### src/rtl/fifo_pkg.sv
// Shared FIFO definitions: parameter defaults and the status bundle used by the
// FIFO, its interface and the monitors.
package fifo_pkg;

    localparam int FIFO_DATA_W_DEF = 8;
    localparam int FIFO_DEPTH_DEF  = 16;

    typedef struct packed {
        logic full;
        logic empty;
        logic alm_full;
        logic alm_empty;
        logic overflow;
        logic underflow;
    } fifo_status_t;

    localparam fifo_status_t FIFO_STATUS_RST = '{
        full:      1'b0,
        empty:     1'b1,
        alm_full:  1'b0,
        alm_empty: 1'b1,
        overflow:  1'b0,
        underflow: 1'b0
    };

endpackage

### src/rtl/fifo_dpram.sv
// FIFO storage: one write port, one read port. Registered read by default;
// combinational (fall-through) read when FIFO_FWFT_EN is defined.
module fifo_dpram #(
    parameter int DATA_W = 8,
    parameter int AW     = 4
) (
    input  logic              clk,
    input  logic              reset,
    input  logic              i_wr_en,
    input  logic [AW-1:0]     i_wr_addr,
    input  logic [DATA_W-1:0] i_wr_data,
    input  logic              i_rd_en,
    input  logic [AW-1:0]     i_rd_addr,
    output logic [DATA_W-1:0] o_rd_data
);

    localparam int DEPTH = 1 << AW;

    logic [DATA_W-1:0] r_mem [DEPTH];

    always_ff @(posedge clk) begin
        if (i_wr_en) begin
            r_mem[i_wr_addr] <= i_wr_data;
        end
    end

`ifdef FIFO_FWFT_EN
    // i_rd_en means "a word is present"; the output is zeroed otherwise and during reset.
    assign o_rd_data = (reset & i_rd_en) ? r_mem[i_rd_addr] : '0;
`else
    logic [DATA_W-1:0] r_rd_data;

    always_ff @(posedge clk or negedge reset) begin
        if (!reset) begin
            r_rd_data <= '0;
        end else if (i_rd_en) begin
            r_rd_data <= r_mem[i_rd_addr];
        end
    end

    assign o_rd_data = r_rd_data;
`endif

endmodule

### src/rtl/param_sync_fifo.sv
// Parametrised single-clock FIFO with occupancy count, runtime thresholds and
// sticky error flags. Define FIFO_FWFT_EN for first-word-fall-through reads.
module param_sync_fifo
    import fifo_pkg::*;
#(
    parameter  int DATA_W = FIFO_DATA_W_DEF,
    parameter  int DEPTH  = FIFO_DEPTH_DEF,
    localparam int AW     = $clog2(DEPTH)
) (
    input  logic              clk,
    input  logic              reset,
    input  logic [DATA_W-1:0] i_wrdata,
    input  logic              i_wren,
    input  logic              i_rden,
    input  logic [AW:0]       i_alm_full_th,
    input  logic [AW:0]       i_alm_empty_th,
    input  logic              i_clr_err,
    output logic [DATA_W-1:0] o_rddata,
    output logic              o_full,
    output logic              o_empty,
    output logic              o_alm_full,
    output logic              o_alm_empty,
    output logic [AW:0]       o_count,
    output logic              o_overflow,
    output logic              o_underflow
);

    generate
        if ((DEPTH < 4) || ((DEPTH & (DEPTH - 1)) != 0)) begin : g_bad_depth
            $error("param_sync_fifo: DEPTH must be a power of 2 and >= 4");
        end
    endgenerate

    localparam logic [AW:0] L_FULL_CNT = (AW + 1)'(DEPTH);

    logic [AW-1:0] r_wr_ptr;
    logic [AW-1:0] r_rd_ptr;
    logic [AW:0]   r_count;
    fifo_status_t  r_status;

    logic          w_wr_acc;
    logic          w_rd_acc;
    logic [AW:0]   w_count_next;
    fifo_status_t  w_status_next;
    logic          w_mem_rd_en;

    // A write into a full FIFO is only accepted when a read frees a slot in the same cycle.
    assign w_rd_acc     = i_rden & ~r_status.empty;
    assign w_wr_acc     = i_wren & (~r_status.full | w_rd_acc);
    assign w_count_next = r_count + (AW + 1)'(w_wr_acc) - (AW + 1)'(w_rd_acc);

    always_comb begin
        w_status_next           = r_status;
        w_status_next.full      = (w_count_next == L_FULL_CNT);
        w_status_next.empty     = (w_count_next == '0);
        w_status_next.alm_full  = (w_count_next >= i_alm_full_th);
        w_status_next.alm_empty = (w_count_next <= i_alm_empty_th);
        // Setting takes priority over a simultaneous clear.
        w_status_next.overflow  = (i_wren & ~w_wr_acc) | (r_status.overflow  & ~i_clr_err);
        w_status_next.underflow = (i_rden & ~w_rd_acc) | (r_status.underflow & ~i_clr_err);
    end

    always_ff @(posedge clk or negedge reset) begin
        if (!reset) begin
            r_wr_ptr <= '0;
            r_rd_ptr <= '0;
            r_count  <= '0;
            r_status <= FIFO_STATUS_RST;
        end else begin
            if (w_wr_acc) begin
                r_wr_ptr <= r_wr_ptr + 1'b1;
            end
            if (w_rd_acc) begin
                r_rd_ptr <= r_rd_ptr + 1'b1;
            end
            r_count  <= w_count_next;
            r_status <= w_status_next;
        end
    end

`ifdef FIFO_FWFT_EN
    assign w_mem_rd_en = ~r_status.empty;
`else
    assign w_mem_rd_en = w_rd_acc;
`endif

    fifo_dpram #(
        .DATA_W (DATA_W),
        .AW     (AW)
    ) u_dpram (
        .clk       (clk),
        .reset     (reset),
        .i_wr_en   (w_wr_acc),
        .i_wr_addr (r_wr_ptr),
        .i_wr_data (i_wrdata),
        .i_rd_en   (w_mem_rd_en),
        .i_rd_addr (r_rd_ptr),
        .o_rd_data (o_rddata)
    );

    assign o_full      = r_status.full;
    assign o_empty     = r_status.empty;
    assign o_alm_full  = r_status.alm_full;
    assign o_alm_empty = r_status.alm_empty;
    assign o_overflow  = r_status.overflow;
    assign o_underflow = r_status.underflow;
    assign o_count     = r_count;

endmodule

### config.mk
export PLATFORM = sky130hd
export DESIGN_NAME = param_sync_fifo
export DESIGN_NICKNAME = d
export VERILOG_FILES = /design/src/rtl/fifo_pkg.sv /design/src/rtl/fifo_dpram.sv /design/src/rtl/param_sync_fifo.sv
export SDC_FILE = /design/constraint.sdc
export NUM_CORES = 1
export LEC_CHECK = 0
export CAP_MARGIN = 20
export CORE_MARGIN = 1.5
export CORE_UTILIZATION = 23
export CTS_CLUSTER_DIAMETER = 150
export DETAILED_ROUTE_END_ITERATION = 7
export SYNTH_ARGS = -nofsm -noshare
export SYNTH_HDL_FRONTEND = slang
export SYNTH_SLANG_ARGS = --single-unit
### constraint.sdc
create_clock -name clk -period 4 [get_ports clk]
set_input_delay 0.8 -clock clk [delete_from_list [all_inputs] [get_ports clk]]
set_output_delay 0.8 -clock clk [all_outputs]
set_load 0.02 [all_outputs]
==> impl_summary.md, run 1 <==
Status
The run finished with clean final reports.

Route
After detailed routing, the number of vias per cell comes to between 4 and 5. The first-pass detailed-route iteration total is 5. The average wire length per cell after detail routing is around 16 um.

The sum of routed wire length over all layers is 13800 um. The routed layout has 3600 vias. The violation count after the first detailed-routing iteration is 124. In this run the remaining antenna-violating nets after routing total 0. For this run, design rule violations remaining after detail routing come to 0.

Logic synthesis
Counting every instance in the synthesized netlist gives between 400 and 500. The number of nets handed over by synthesis was 465. In this run the mean area of a mapped cell was 15.6 um^2. The count of warnings emitted by yosys is 0. sky130_fd_sc_hd__edfxtp_1 takes more of the synthesized area than any other cell. The synthesized design contains between 100 and 150 enable-type register cells. The distinct cell type count of the synthesized netlist is 49. The primary flip-flop cell chosen by synthesis mapping is sky130_fd_sc_hd__edfxtp_1.

Yosys attributes the largest share of cell area to sky130_fd_sc_hd__edfxtp_1, sky130_fd_sc_hd__mux2i_1, sky130_fd_sc_hd__dfrtp_1. Summing every instance area after synthesis gives 6590 um^2. The proportion of synthesized flip-flops having asynchronous set or reset is 17.4%. Of the post-synthesis cell area, the dominant cell type holds roughly three fifths. Counting flops and latches in the post-synthesis netlist gives ~160. The register area share after synthesis is roughly 70%.

Power
The share of power burned in registers is 36.8%. The relative contribution of the clock network to total power is 25.0%. In this run the power density over the cells is 783 nW/um^2.

The highest ir drop seen on vdd is 321 uV. The total net switching power is 2.18 mW. The cell internal power dissipation is between 4 and 5 mW. The static power due to leakage is 2.94 nW. Per report_power, the combinational group accounts for 38.2% of the total. The switching share of power is around a third.

Clock tree
At the later pin of the worst-skew pair, clock insertion delay measures 0.43 ns. The buffer cell driving the clock tree root is sky130_fd_sc_hd__clkbuf_16. Clock tree synthesis found a total of 155 sinks. Once the clock tree was built, the resizer swapped 0 gates to a different size.

In this run the number of H-tree levels came out at 4. The clock transition at the registers of the reported paths is 0.06 ns. The post-CTS repair timing setup buffer count is 0. Hold repair after CTS inserted 0 buffers.

The longest clock path from root to sink contains 2 buffers. TritonCTS built the clock tree. The number of clock buffers added by TritonCTS is 17.

Floorplan
During I/O placement, the number of pins put on the boundary was 42. The area inside the core boundary is 28000 um^2. The width of the chip is 172 um. The overall die height is around 170 um. The floorplan has 61 rows.

The floorplan step defined a die boundary enclosing 29700 um^2. Once the floorplan was initialized, standard cells occupied roughly a quarter of the core.

Final layout
Leaving out fill and tap cells, the most frequent cell in the layout is sky130_fd_sc_hd__edfxtp_1. The number of antenna cells inserted is 0. In the final layout, the share of cells above drive strength 1 is 13.9%.

The multi-input combinational cells in the finished layout cover a total of 1820 um^2. The utilization after layout is 28.8%. The layout has 2799 filler cells. The sequential cell area in the final layout is 4530 um^2.

In the layout the commonest cells are sky130_fd_sc_hd__edfxtp_1, sky130_fd_sc_hd__mux2i_1, sky130_fd_sc_hd__clkdlybuf4s50_1. Relative to the synthesized area, the layout overhead comes to 22.5%. The filler-free cell count of the finished design is 876. The net total in the final layout is roughly 530.

Worst hold path
The sink of the worst hold path is o_underflow$_DFF_PN0_. The worst hold path cell count is 2. In this run the worst hold path is classified as flip-flop to flip-flop. In this run the most critical hold path is launched from o_underflow$_DFF_PN0_.

Placed design
Input and output buffers added on the ports amount to 41. The instance count after placement with tap cells included is 843. The HPWL after detailed placement is roughly 9000 um. Routability-driven placement finished with a final weighted congestion of 0.717.

Critical path
The peak fanout along the critical path is 2. The critical path goes through clkdlybuf4s50_1, nand2b_4, a21boi_2, inv_1, ha_1, inv_1, ha_1, fa_1, a21o_1, a21oi_1, xnor2_1, ha_1, and4b_1, a211oi_2, o221ai_1, o22ai_1. Together, buffers and inverters on the worst path number 3. In this design, the critical path's most frequently occurring cell is sky130_fd_sc_hd__ha_1. The number of cells on the worst reg-to-reg path is 15. The arrival time at the worst endpoint is between 4 and 5 ns. The worst register-to-register path begins at o_empty$_DFF_PN1_. STA puts the critical path data required time at 4.35 ns.

The cell with the biggest individual delay on the critical path is sky130_fd_sc_hd__clkdlybuf4s50_1. In this run the register-to-register setup slack is 0.56 ns. The startpoint class of the critical path is a primary input. The worst setup path is captured at a flip-flop. The critical path's largest stage delay is roughly 0.52 ns. The critical path is of the primary input to flip-flop type.

The worst register-to-register path ends at o_alm_empty$_DFF_PN1_. The kind of cell adding the most delay to the critical path is adder cells.

Timing
The time the final worst path needs with I/O delays and setup is 3.71 ns. The maximum clock frequency is about 270 MHz. The final setup violation count is 0.

The final number of hold-violating endpoints is 0. The number of pins exceeding their max-slew limit in the final report is 0. The pin slew with the least headroom to its limit is 0.911 ns. Setup repair after global routing left no endpoint under its margin. The post-route fraction of the period consumed by the critical path is 92.6%. On the final layout, the worst clock skew is 0.0139 ns. The worst relative slew slack is 39.1%.

Flow run
The number of maximum-capacitance constraint violations is 0.

Global routing
The final global-route overflow total is 0. The global-route total usage across every layer is 10.1%. The first-pass GRT wire length is about 22000 um. The initial antenna violation count came to 0.

The pin count of the biggest net entering global routing is 39. The via count of the first global-routing pass came to 3738.
cell type report:
cell class,instances,area share [%]
sequential,155,56.1
multi-input combinational,227,22.6
timing repair buffer,63,7.23
tap,378,5.87
clock buffer,18,5.32
clock inverter,14,1.91
inverter,21,0.978
power groups by stage:
stage / clock network, mW / logic, mW / registers (mW)
after floorplan: 0 / 1.69 / 2.30
after global placement: 0 / 2.35 / 2.37
after detailed placement: 0 / 2.40 / 2.37
after CTS: 1.61 / 2.42 / 2.34
after global routing: 1.67 / 2.66 / 2.37
final: 1.58 / 2.41 / 2.32
synthesized netlist by cell type (4+ instances only):
| cell type | count |
|---|---|
| sky130_fd_sc_hd__ha_1 | 18 |
| sky130_fd_sc_hd__edfxtp_1 | 128 |
| sky130_fd_sc_hd__dfrtp_1 | 25 |
| sky130_fd_sc_hd__nor3_1 | 5 |
| sky130_fd_sc_hd__o22ai_1 | 25 |
| sky130_fd_sc_hd__a31oi_1 | 8 |
| sky130_fd_sc_hd__buf_6 | 4 |
| sky130_fd_sc_hd__nand2_1 | 13 |
| sky130_fd_sc_hd__nor2_1 | 29 |
| sky130_fd_sc_hd__inv_1 | 21 |
| sky130_fd_sc_hd__o21ai_0 | 11 |
| sky130_fd_sc_hd__xnor2_1 | 8 |
| sky130_fd_sc_hd__buf_8 | 4 |
| sky130_fd_sc_hd__mux2i_1 | 64 |
| sky130_fd_sc_hd__o32ai_2 | 6 |
| sky130_fd_sc_hd__buf_2 | 5 |
| sky130_fd_sc_hd__nand2b_1 | 6 |
worst min-delay path, delay by kind of cell (launching register included):
family | cells | cell delay, ns
flops | 1 | 0.38
compound gates | 1 | 0.06
buf+inv | 1 | 0.05
per-layer routing:
metal	GRT usage (%)	part of all wire, %
met5	0	0
met4	5.26	2.6
met3	2.88	4.1
met2	16.6	49
met1	12.0	44
kinds of logic after synthesis:
kind of cell	share of synthesized area [%]
flops	68.7
buf+inv	3.76
mux	9.73
simple gates	5.23
xor+xnor	1.54
fa+ha+maj	3.72
compound gates	7.35
state kept, by name (all words and copies together) (netlist names):
register / cells
r_wr_ptr: 4
o_alm_full: 1
u_dpram.r_mem: 128
o_underflow: 1
o_count: 5
o_alm_empty: 1
r_rd_ptr: 4
u_dpram.o_rd_data: 8
o_overflow: 1
o_empty: 1
o_full: 1
metrics by stage:
step	cell area (um^2)	hold slack, ns	setup slack (ns)	TNS, ns	total power, mW
finish	8060	0.533	0.294	0	6.32
detailed placement	7460	0.527	-0.239	-0.262	4.77
floorplan	6590	0.504	0.243	0	3.99
CTS	8040	0.536	0.226	0	6.36
global placement	7460	0.517	-0.102	-0.102	4.72
global route	8060	0.576	0.0639	0	6.70
how the worst max path moves through the flow:
stage                       from               endpoint  depth (start not counted)
after floorplan           i_rden  o_alm_empty$_DFF_PN1_                         15
after global placement    i_rden  o_alm_empty$_DFF_PN1_                         16
after detailed placement  i_rden  o_alm_empty$_DFF_PN1_                         16
after CTS                 i_rden  o_alm_empty$_DFF_PN1_                         16
after global routing      i_rden  o_alm_empty$_DFF_PN1_                         16
final                     i_rden  o_alm_empty$_DFF_PN1_                         16
(Power assumes the default switching activity.)
==> inputs of run 2 (changes only) <==
--- a/config.mk
+++ b/config.mk
@@ -10,6 +10,8 @@
 export CORE_UTILIZATION = 23
 export CTS_CLUSTER_DIAMETER = 150
 export DETAILED_ROUTE_END_ITERATION = 7
+export MAX_ROUTING_LAYER = met4
 export SYNTH_ARGS = -nofsm -noshare
 export SYNTH_HDL_FRONTEND = slang
+export SYNTH_HIERARCHICAL = 1
 export SYNTH_SLANG_ARGS = --single-unit
==> impl_summary.md, run 2 <==
Logic synthesis
The synthesized area divided by synthesized cell count is 18.7 um^2 (was 15.6 um^2). The synthesized flop and latch total was 155 (unchanged). The distinct cell type count of the synthesized netlist is 49 (unchanged). Top cells by area in the synthesized netlist: sky130_fd_sc_hd__edfxtp_1, sky130_fd_sc_hd__dfrtp_1, sky130_fd_sc_hd__mux4_2 (was sky130_fd_sc_hd__edfxtp_1, sky130_fd_sc_hd__mux2i_1, sky130_fd_sc_hd__dfrtp_1). The number of enable-type register cells in the synthesized netlist came to 128 (unchanged).

Synth top cells by count: sky130_fd_sc_hd__edfxtp_1, sky130_fd_sc_hd__mux4_2, sky130_fd_sc_hd__dfrtp_1 (was sky130_fd_sc_hd__edfxtp_1, sky130_fd_sc_hd__mux2i_1, sky130_fd_sc_hd__nor2_1). The synthesized netlist net count came to 383 (was 465). The leading area contributor after synthesis is sky130_fd_sc_hd__edfxtp_1 (unchanged). The proportion of synthesized flip-flops having asynchronous set or reset is 17.4% (unchanged). The primary flip-flop cell chosen by synthesis mapping is sky130_fd_sc_hd__edfxtp_1 (unchanged). The share of the synthesized area in the top cell type is 59.6% (was 58.4%). The gate count of the mapped netlist was 344 (was 423). The leading cell type by number of instances after synthesis is sky130_fd_sc_hd__edfxtp_1 (unchanged). The total standard cell area after synthesis is 6450 um^2 (was 6590 um^2).

The register area share after synthesis is 70.1% (was 68.7%). The count of warnings emitted by yosys was 6 (was 0).

Flow run
The number of maximum-capacitance constraint violations is 0 (unchanged).

Clock tree
The total number of H-tree levels is 4 (unchanged). The buffer cell driving the clock tree root was sky130_fd_sc_hd__clkbuf_16 (unchanged). The clock transition at the registers of the reported paths is 0.06 ns (about the same).

The number of hold-repair buffers added at the cts stage is 0 (unchanged). The CTS tree was built (unchanged). The number of buffers created by CTS is 17 (unchanged). The worst-skew pair later-pin latency came to 0.43 ns (about the same).

The post-CTS repair timing setup buffer count is 0 (unchanged). The number of clock sinks was 155 (unchanged). The count of instances resized after the clock tree is built is 0 (unchanged). The maximum clock path buffer count came to 2 (unchanged).

Placed design
The setup slack at placement is 0.0898 ns (was -0.239 ns). The number of input and output port buffers inserted is 41 (unchanged). The HPWL after detailed placement was 8740 um (was 8990 um).

The final weighted congestion of routability-driven global placement is 0.767 (was 0.717).

Critical path
The startpoint class of the critical path is a primary input (unchanged). The critical path endpoint category is a flip-flop (unchanged). The critical path's largest stage delay came to 0.48 ns (was 0.52 ns). The startpoint of the worst-slack reg-to-reg timing path is o_empty$_DFF_PN1_ (unchanged). The number of cell instances on the worst register-to-register path is 13 (was 15). The arrival time at the worst endpoint was 3.78 ns (was 4.05 ns). The endpoint of the most critical register-to-register path is o_alm_full$_DFF_PN0_ (was o_alm_empty$_DFF_PN1_). The register-to-register path setup slack came to 0.88 ns (was 0.56 ns).

The kind of cell adding the most delay to the critical path is adder cells (unchanged). The most used cell along the critical path is sky130_fd_sc_hd__ha_1 (unchanged). Ordered list of cells on the worst path: clkdlybuf4s50_1, nand2b_1, nand2_1, nand2_1, ha_1, inv_1, ha_1, fa_1, a21o_2, a21oi_1, xnor2_1, ha_1, nor2b_1, a31oi_1, o211ai_1 (was clkdlybuf4s50_1, nand2b_4, a21boi_2, inv_1, ha_1, inv_1, ha_1, fa_1, a21o_1, a21oi_1, xnor2_1, ha_1, and4b_1, a211oi_2, o221ai_1, o22ai_1). The critical path class is primary input to flip-flop (unchanged). The cell with the biggest individual delay on the critical path is sky130_fd_sc_hd__clkdlybuf4s50_1 (unchanged).

The peak fanout along the critical path is 4 (was 2). The required time of the critical path was 4.30 ns (was 4.35 ns). The total buffers and inverters traversed by the critical path came to 2 (was 3).

Route
The first-pass detailed-route iteration total is 4 (was 5). The average wire length per cell after detail routing was 16.2 um (was 15.8 um). The number of remaining DRC errors is 0 (unchanged). The total vias in the final route is 3309 (was 3600).

The final antenna-violating net count came to 0 (unchanged). The sum of routed wire length over all layers is 13100 um (was 13800 um). The violation count after the first detailed-routing iteration came to 240 (was 124). The vias per cell is 4.11 (about the same).

Global routing
The global-route total usage across every layer is 9.84% (was 10.1%). The via count of the first global-routing pass came to 3501 (was 3738). The initial antenna violation count came to 0 (unchanged). The pin count of the biggest net entering global routing is 28 (was 39). The first-pass GRT wire length came to 19900 um (was 21500 um). The final global-route overflow total came to 0 (unchanged).

Final layout
The most common cell after layout, fill and taps aside is sky130_fd_sc_hd__edfxtp_1 (unchanged). The flip-flop count of the largest register, all copies and words added is 128 (unchanged). The synthesis-to-layout area growth is 23.5% (was 22.5%).

The register containing the most flip-flops in the final layout is u_dpram/r_mem (was u_dpram.r_mem). The net total in the final layout came to 453 (was 527). The share of layout cells above drive strength 1 came to 23.7% (was 13.9%).

The number of antenna cells inserted came to 0 (unchanged). Commonest cells after routing, fill and taps aside: sky130_fd_sc_hd__edfxtp_1, sky130_fd_sc_hd__clkdlybuf4s50_1, sky130_fd_sc_hd__mux4_2 (was sky130_fd_sc_hd__edfxtp_1, sky130_fd_sc_hd__mux2i_1, sky130_fd_sc_hd__clkdlybuf4s50_1).

Timing
The final sum of negative setup slack is 0 ns (unchanged). The final setup violation count came to 0 (unchanged). The time the final worst path needs with I/O delays and setup is 3.48 ns (was 3.71 ns).

The final worst-path setup slack came to 0.520 ns (was 0.294 ns). The setup clock skew after layout is 0.0172 ns (was 0.0139 ns). The worst relative slew slack is 41.7% (was 39.1%). The maximum clock frequency is 287 MHz (was 270 MHz). The post-route fraction of the period consumed by the critical path is 87.0% (was 92.6%). Unrepaired setup endpoints after global routing: no (unchanged). The final number of hold-violating endpoints is 0 (unchanged). The number of pins exceeding their max-slew limit in the final report is 0 (unchanged). The pin slew with the least headroom to its limit is 0.874 ns (was 0.911 ns).

Floorplan
The overall die height came to 170 um (was 172 um). The number of standard-cell rows in the floorplan is 61 (unchanged). The top-level port count is 42 (unchanged).

The overall die area is 29100 um^2 (was 29700 um^2). The initial core utilization is 23.3% (was 23.5%). The width of the chip came to 170 um (was 172 um).

The area inside the core boundary is 27700 um^2 (was 28000 um^2).

Worst hold path
The sink of the worst hold path is o_underflow$_DFF_PN0_ (unchanged). The worst hold path cell count is 2 (unchanged). The worst min-delay path class is flip-flop to flip-flop (unchanged). The source of the worst hold timing path was o_empty$_DFF_PN1_ (was o_underflow$_DFF_PN0_).

Power
The static power due to leakage is 2.74 nW (was 2.94 nW). The highest ir drop seen on vdd is 339 uV (was 321 uV). The switching share of power came to 33.4% (was 34.4%).

The portion of total power attributed to combinational logic was 37.8% (was 38.2%). The cell internal power dissipation came to 4.07 mW (was 4.14 mW). The total power density per cell area came to 767 nW/um^2 (was 783 nW/um^2). The total net switching power is 2.04 mW (was 2.18 mW). The relative contribution of the clock network to total power is 25.0% (about the same). The share of power burned in registers is 37.2% (was 36.8%).

Status
Run status: finished clean (unchanged).
==> run 2: cell types whose count changed after synthesis, moves of 5 or more <==
cell | before | now
sky130_fd_sc_hd__inv_1 | 21 | 16
sky130_fd_sc_hd__o21ai_0 | 11 | 2
sky130_fd_sc_hd__mux4_1 | 0 | 6
sky130_fd_sc_hd__nor2_1 | 29 | 22
sky130_fd_sc_hd__a31oi_1 | 8 | 1
sky130_fd_sc_hd__mux4_2 | 0 | 26
sky130_fd_sc_hd__o32ai_2 | 6 | 0
sky130_fd_sc_hd__mux2i_1 | 64 | 8
sky130_fd_sc_hd__a221oi_2 | 0 | 8
sky130_fd_sc_hd__o22ai_1 | 25 | 7
==> run 2: logic make-up after synthesis <==
| group | after synthesis | share of synthesized area, % |
|---|---|---|
| xor+xnor | 10 | 1.59 |
| fa+ha+maj | 16 | 3.22 |
| compound gates | 29 | 4.09 |
| buf+inv | 31 | 2.99 |
| flops | 155 | 70.1 |
| simple gates | 62 | 5.04 |
| mux | 41 | 12.9 |
==> run 2: worst max-delay path by stage <==
stage	start	to	slack, ns	cells after the start
after floorplan	i_rden	o_alm_full$_DFF_PN0_	0.67	14
after global placement	i_rden	o_alm_full$_DFF_PN0_	0.12	15
after detailed placement	i_rden	o_alm_full$_DFF_PN0_	0.09	15
after CTS	i_rden	o_alm_full$_DFF_PN0_	0.54	15
after global routing	i_rden	o_alm_full$_DFF_PN0_	0.37	15
final	i_rden	o_alm_full$_DFF_PN0_	0.52	15
==> run 2: layout make-up <==
cell class	count	area (um^2)
clock buffer	18	429
clock inverter	14	131
fill	2727	19700
inverter	17	63.8
multi-input combinational	158	1730
sequential	155	4520
tap	378	473
timing repair buffer	65	611
==> run 2: worst reg2reg max path, stage by stage, from the launching register on <==
cell and delay, ns:
sky130_fd_sc_hd__dfstp_2 0.54, sky130_fd_sc_hd__nand2b_1 0.16, sky130_fd_sc_hd__inv_1 0.07, sky130_fd_sc_hd__ha_1 0.27
sky130_fd_sc_hd__inv_1 0.04, sky130_fd_sc_hd__ha_1 0.20, sky130_fd_sc_hd__fa_1 0.44, sky130_fd_sc_hd__a21o_2 0.20
sky130_fd_sc_hd__a21oi_1 0.17, sky130_fd_sc_hd__xnor2_1 0.20, sky130_fd_sc_hd__ha_1 0.30, sky130_fd_sc_hd__nor2b_1 0.15
sky130_fd_sc_hd__a31oi_1 0.16, sky130_fd_sc_hd__o211ai_1 0.10
==> run 2: metal layers <==
metal  share of wire [%]  wire, um  GRT usage (%)
met3                 4.5       584           2.42
met4                 1.8       232           4.23
met5                   0         0              -
met2                  52      6850           16.5
met1                  41      5410           11.2
==> run 2: power by group through the flow <==
stage	sequential, mW	combinational, mW	clock, mW
2_1_floorplan	2.31	1.61	0
3_3_place_gp	2.34	2.18	0
3_5_place_dp	2.36	2.24	0
4_1_cts	2.33	2.25	1.57
5_1_grt	2.31	2.50	1.63
6_report	2.27	2.31	1.53
==> run 2: per-stage QoR <==
stage,util [%],std cells,hold WS (ns),instance area [um^2],total power [mW]
finish,28.7,805,0.550,7960,6.11
global route,28.7,805,0.582,7960,6.45
CTS,28.6,804,0.550,7940,6.14
detailed placement,26.6,772,0.537,7380,4.60
global placement,26.6,772,0.513,7380,4.52
floorplan,-,344,0.447,6450,3.92
==> edit (flow settings as in run 2) <==
Register the outputs `o_overflow` and `o_underflow`, cleared by the reset; this adds one clock of latency there. The other outputs are not delayed to match.
--- a/src/rtl/param_sync_fifo.sv
+++ b/src/rtl/param_sync_fifo.sv
@@ -104,4 +104,11 @@
     assign o_alm_empty = r_status.alm_empty;
-    assign o_overflow  = r_status.overflow;
-    assign o_underflow = r_status.underflow;
+    always_ff @(posedge clk or negedge reset) begin
+        if (!reset) begin
+            o_overflow  <= '0;
+            o_underflow <= '0;
+        end else begin
+            o_overflow  <= r_status.overflow;
+            o_underflow <= r_status.underflow;
+        end
+    end
     assign o_count     = r_count;
Check against the original RTL: not equivalent (a bounded check fails within 4 cycles, from zero or initial values and one cycle with reset low).
==> edit against run 2 <==
Hold slack worse by 0.17 ns. Critical path depth unchanged. Sequential cell count up 2. Clock power up 5%. Die area up 0.76%. Utilization up 0.31 points. Wire length up 0.49%. Worst setup slack worse by 0.067 ns. Power up 1.9%. Area after synthesis up 0.78%. Final cell count up 0.37%. Final area up 1.4%. Sequential power up 2%. Critical path type unchanged. Largest cell class unchanged. Highest routed layer unchanged.
==> edit: results (changes against run 2) <==
- Run status: completed
- Total track usage: 9.76% (-0.078 points)
- RePlAce Congestion: 0.785 (+2.4%)
- EDFF count, synth: 128 (unchanged)
- Delay-heaviest family, CP: adder cells
- Peak supply drop: 0.310 mV (-8.5%)
- Worst EP arrival: 3.84 ns (+0.06 ns)
- First-pass GRT wire length: 20.1 mm (+0.83%)
- Syn nets: 385 (+0.52%)
- Synth top cells by count: 128 x edfxtp_1, 27 x dfrtp_1, 26 x mux4_2, 22 x nor2_1, 16 x inv_1
- Hold buffer count at CTS: 0 (unchanged)
- Routed WL: 13.1 mm (+0.49%)
- Post-CTS Setup Inserts: 0 (unchanged)
- Max clock buf depth: 2 (unchanged)
- Drt initial violations: 209 (-13%)
- Final net count: 456 (+0.66%)
- Fillers: 2774 (+1.7%)
- Sequential share of the synthesized area: 70.4% (+0.23 points)
- Longest individual stage delay on the worst path: 0.48 ns (about the same)
- Clk_skew: 0.0213 ns (+0.00411 ns)
- Largest net degree at the start of global routing: 30 (+7.1%)
- Share of layout cells above drive strength 1: 24.4% (+0.77 points)
- Async S/R FF share, synth: 18.5% (+1.1 points)
- Leading post-synthesis cells by cell area: edfxtp_1 59%, dfrtp_1 10%, mux4_2 9.0%
- Clk root buf: clkbuf_16
- Via density per instance: 4.09 (-0.40%)
- Pleak: 2.81 nW (+2.3%)
- Number of global-route vias before repair: 3487 (-0.40%)
- Detailed Place HPWL: 8.72 mm (-0.25%)
- Worst Max-Slew Pin Slew: 0.941 ns (+0.0664 ns)
- Flops & latches, synth: 157 (+1.3%)
- Placed inst area: 0.00743 mm2 (+0.78%)
- Slowest CP cell: clkdlybuf4s50_1
- DRT Pass-1 Iters: 4 (unchanged)
- Ys Warns: 6 (unchanged)
-- edit: worst paths after layout --
path / from / to / slack (ns) / cells past startpoint
worst max register to register: o_empty$_DFF_PN1_ / o_alm_full$_DFF_PN0_ / 0.82 / 13
min in group asynchronous: reset / o_alm_full$_DFF_PN0_ / 0.77 / 2
worst min register to register: r_status[0]$_DFF_PN0_ / o_underflow$_DFF_PN0_ / 0.38 / 0
max in group asynchronous: reset / o_empty$_DFF_PN1_ / 2.90 / 2
worst min-delay path: r_status[0]$_DFF_PN0_ / o_underflow$_DFF_PN0_ / 0.38 / 0
worst max-delay path: i_rden / o_alm_full$_DFF_PN0_ / 0.45 / 15
-- edit: final cells by class --
| class | count | area [um2] | share of cell area (%) |
|---|---|---|---|
| tap | 378 | 473 | 5.86 |
| timing repair buffer | 66 | 618 | 7.66 |
| clock inverter | 15 | 186 | 2.31 |
| sequential | 157 | 4570 | 56.6 |
| multi-input combinational | 158 | 1730 | 21.5 |
| inverter | 17 | 63.8 | 0.790 |
| clock buffer | 17 | 425 | 5.27 |
-- edit: kinds of logic after synthesis --
kind of cell | after synthesis | synth area share (%)
and+or+nand+nor | 62 | 5.01
AOI/OAI and AO/OA | 29 | 4.06
DFF | 157 | 70.4
muxes | 41 | 12.8
adders and majority gates | 16 | 3.20
buffers and inverters | 31 | 2.96
xor gates and xnor gates | 10 | 1.58
-- edit: worst register-to-register path: stages (launching register included) --
cell and delay, ns:
dfstp_2 0.54, nand2b_1 0.16, inv_1 0.07, ha_1 0.27, inv_1 0.04, ha_1 0.20, fa_1 0.43, a21o_2 0.20
a21oi_1 0.18, xnor2_1 0.21, ha_1 0.31, nor2b_1 0.16, a31oi_1 0.18, o211ai_1 0.11
-- edit: power by group --
| part | internal (W) | leakage [nW] | switching (W) |
|---|---|---|---|
| registers | 0.00207 | 1.50 | 0.000250 |
| clock network | 0.000853 | 0.297 | 0.000757 |
| logic | 0.00115 | 1.01 | 0.00114 |
-- edit: metrics by stage --
step / worst slack (ns) / cells
2_1_floorplan: 0.666 / 346
3_3_place_gp: 0.132 / 775
3_5_place_dp: 0.0104 / 775
4_1_cts: 0.476 / 807
5_1_grt: 0.298 / 808
6_report: 0.452 / 808
-- edit: per-layer routing --
metal | vias up | GRT usage [%] | share of wire [%]
li1 | 1509 | - | -
met1 | 1752 | 10.7 | 41
met2 | 38 | 17.2 | 54
met3 | 9 | 2.31 | 3.0
met4 | 0 | 3.43 | 1.1
met5 | - | - | 0
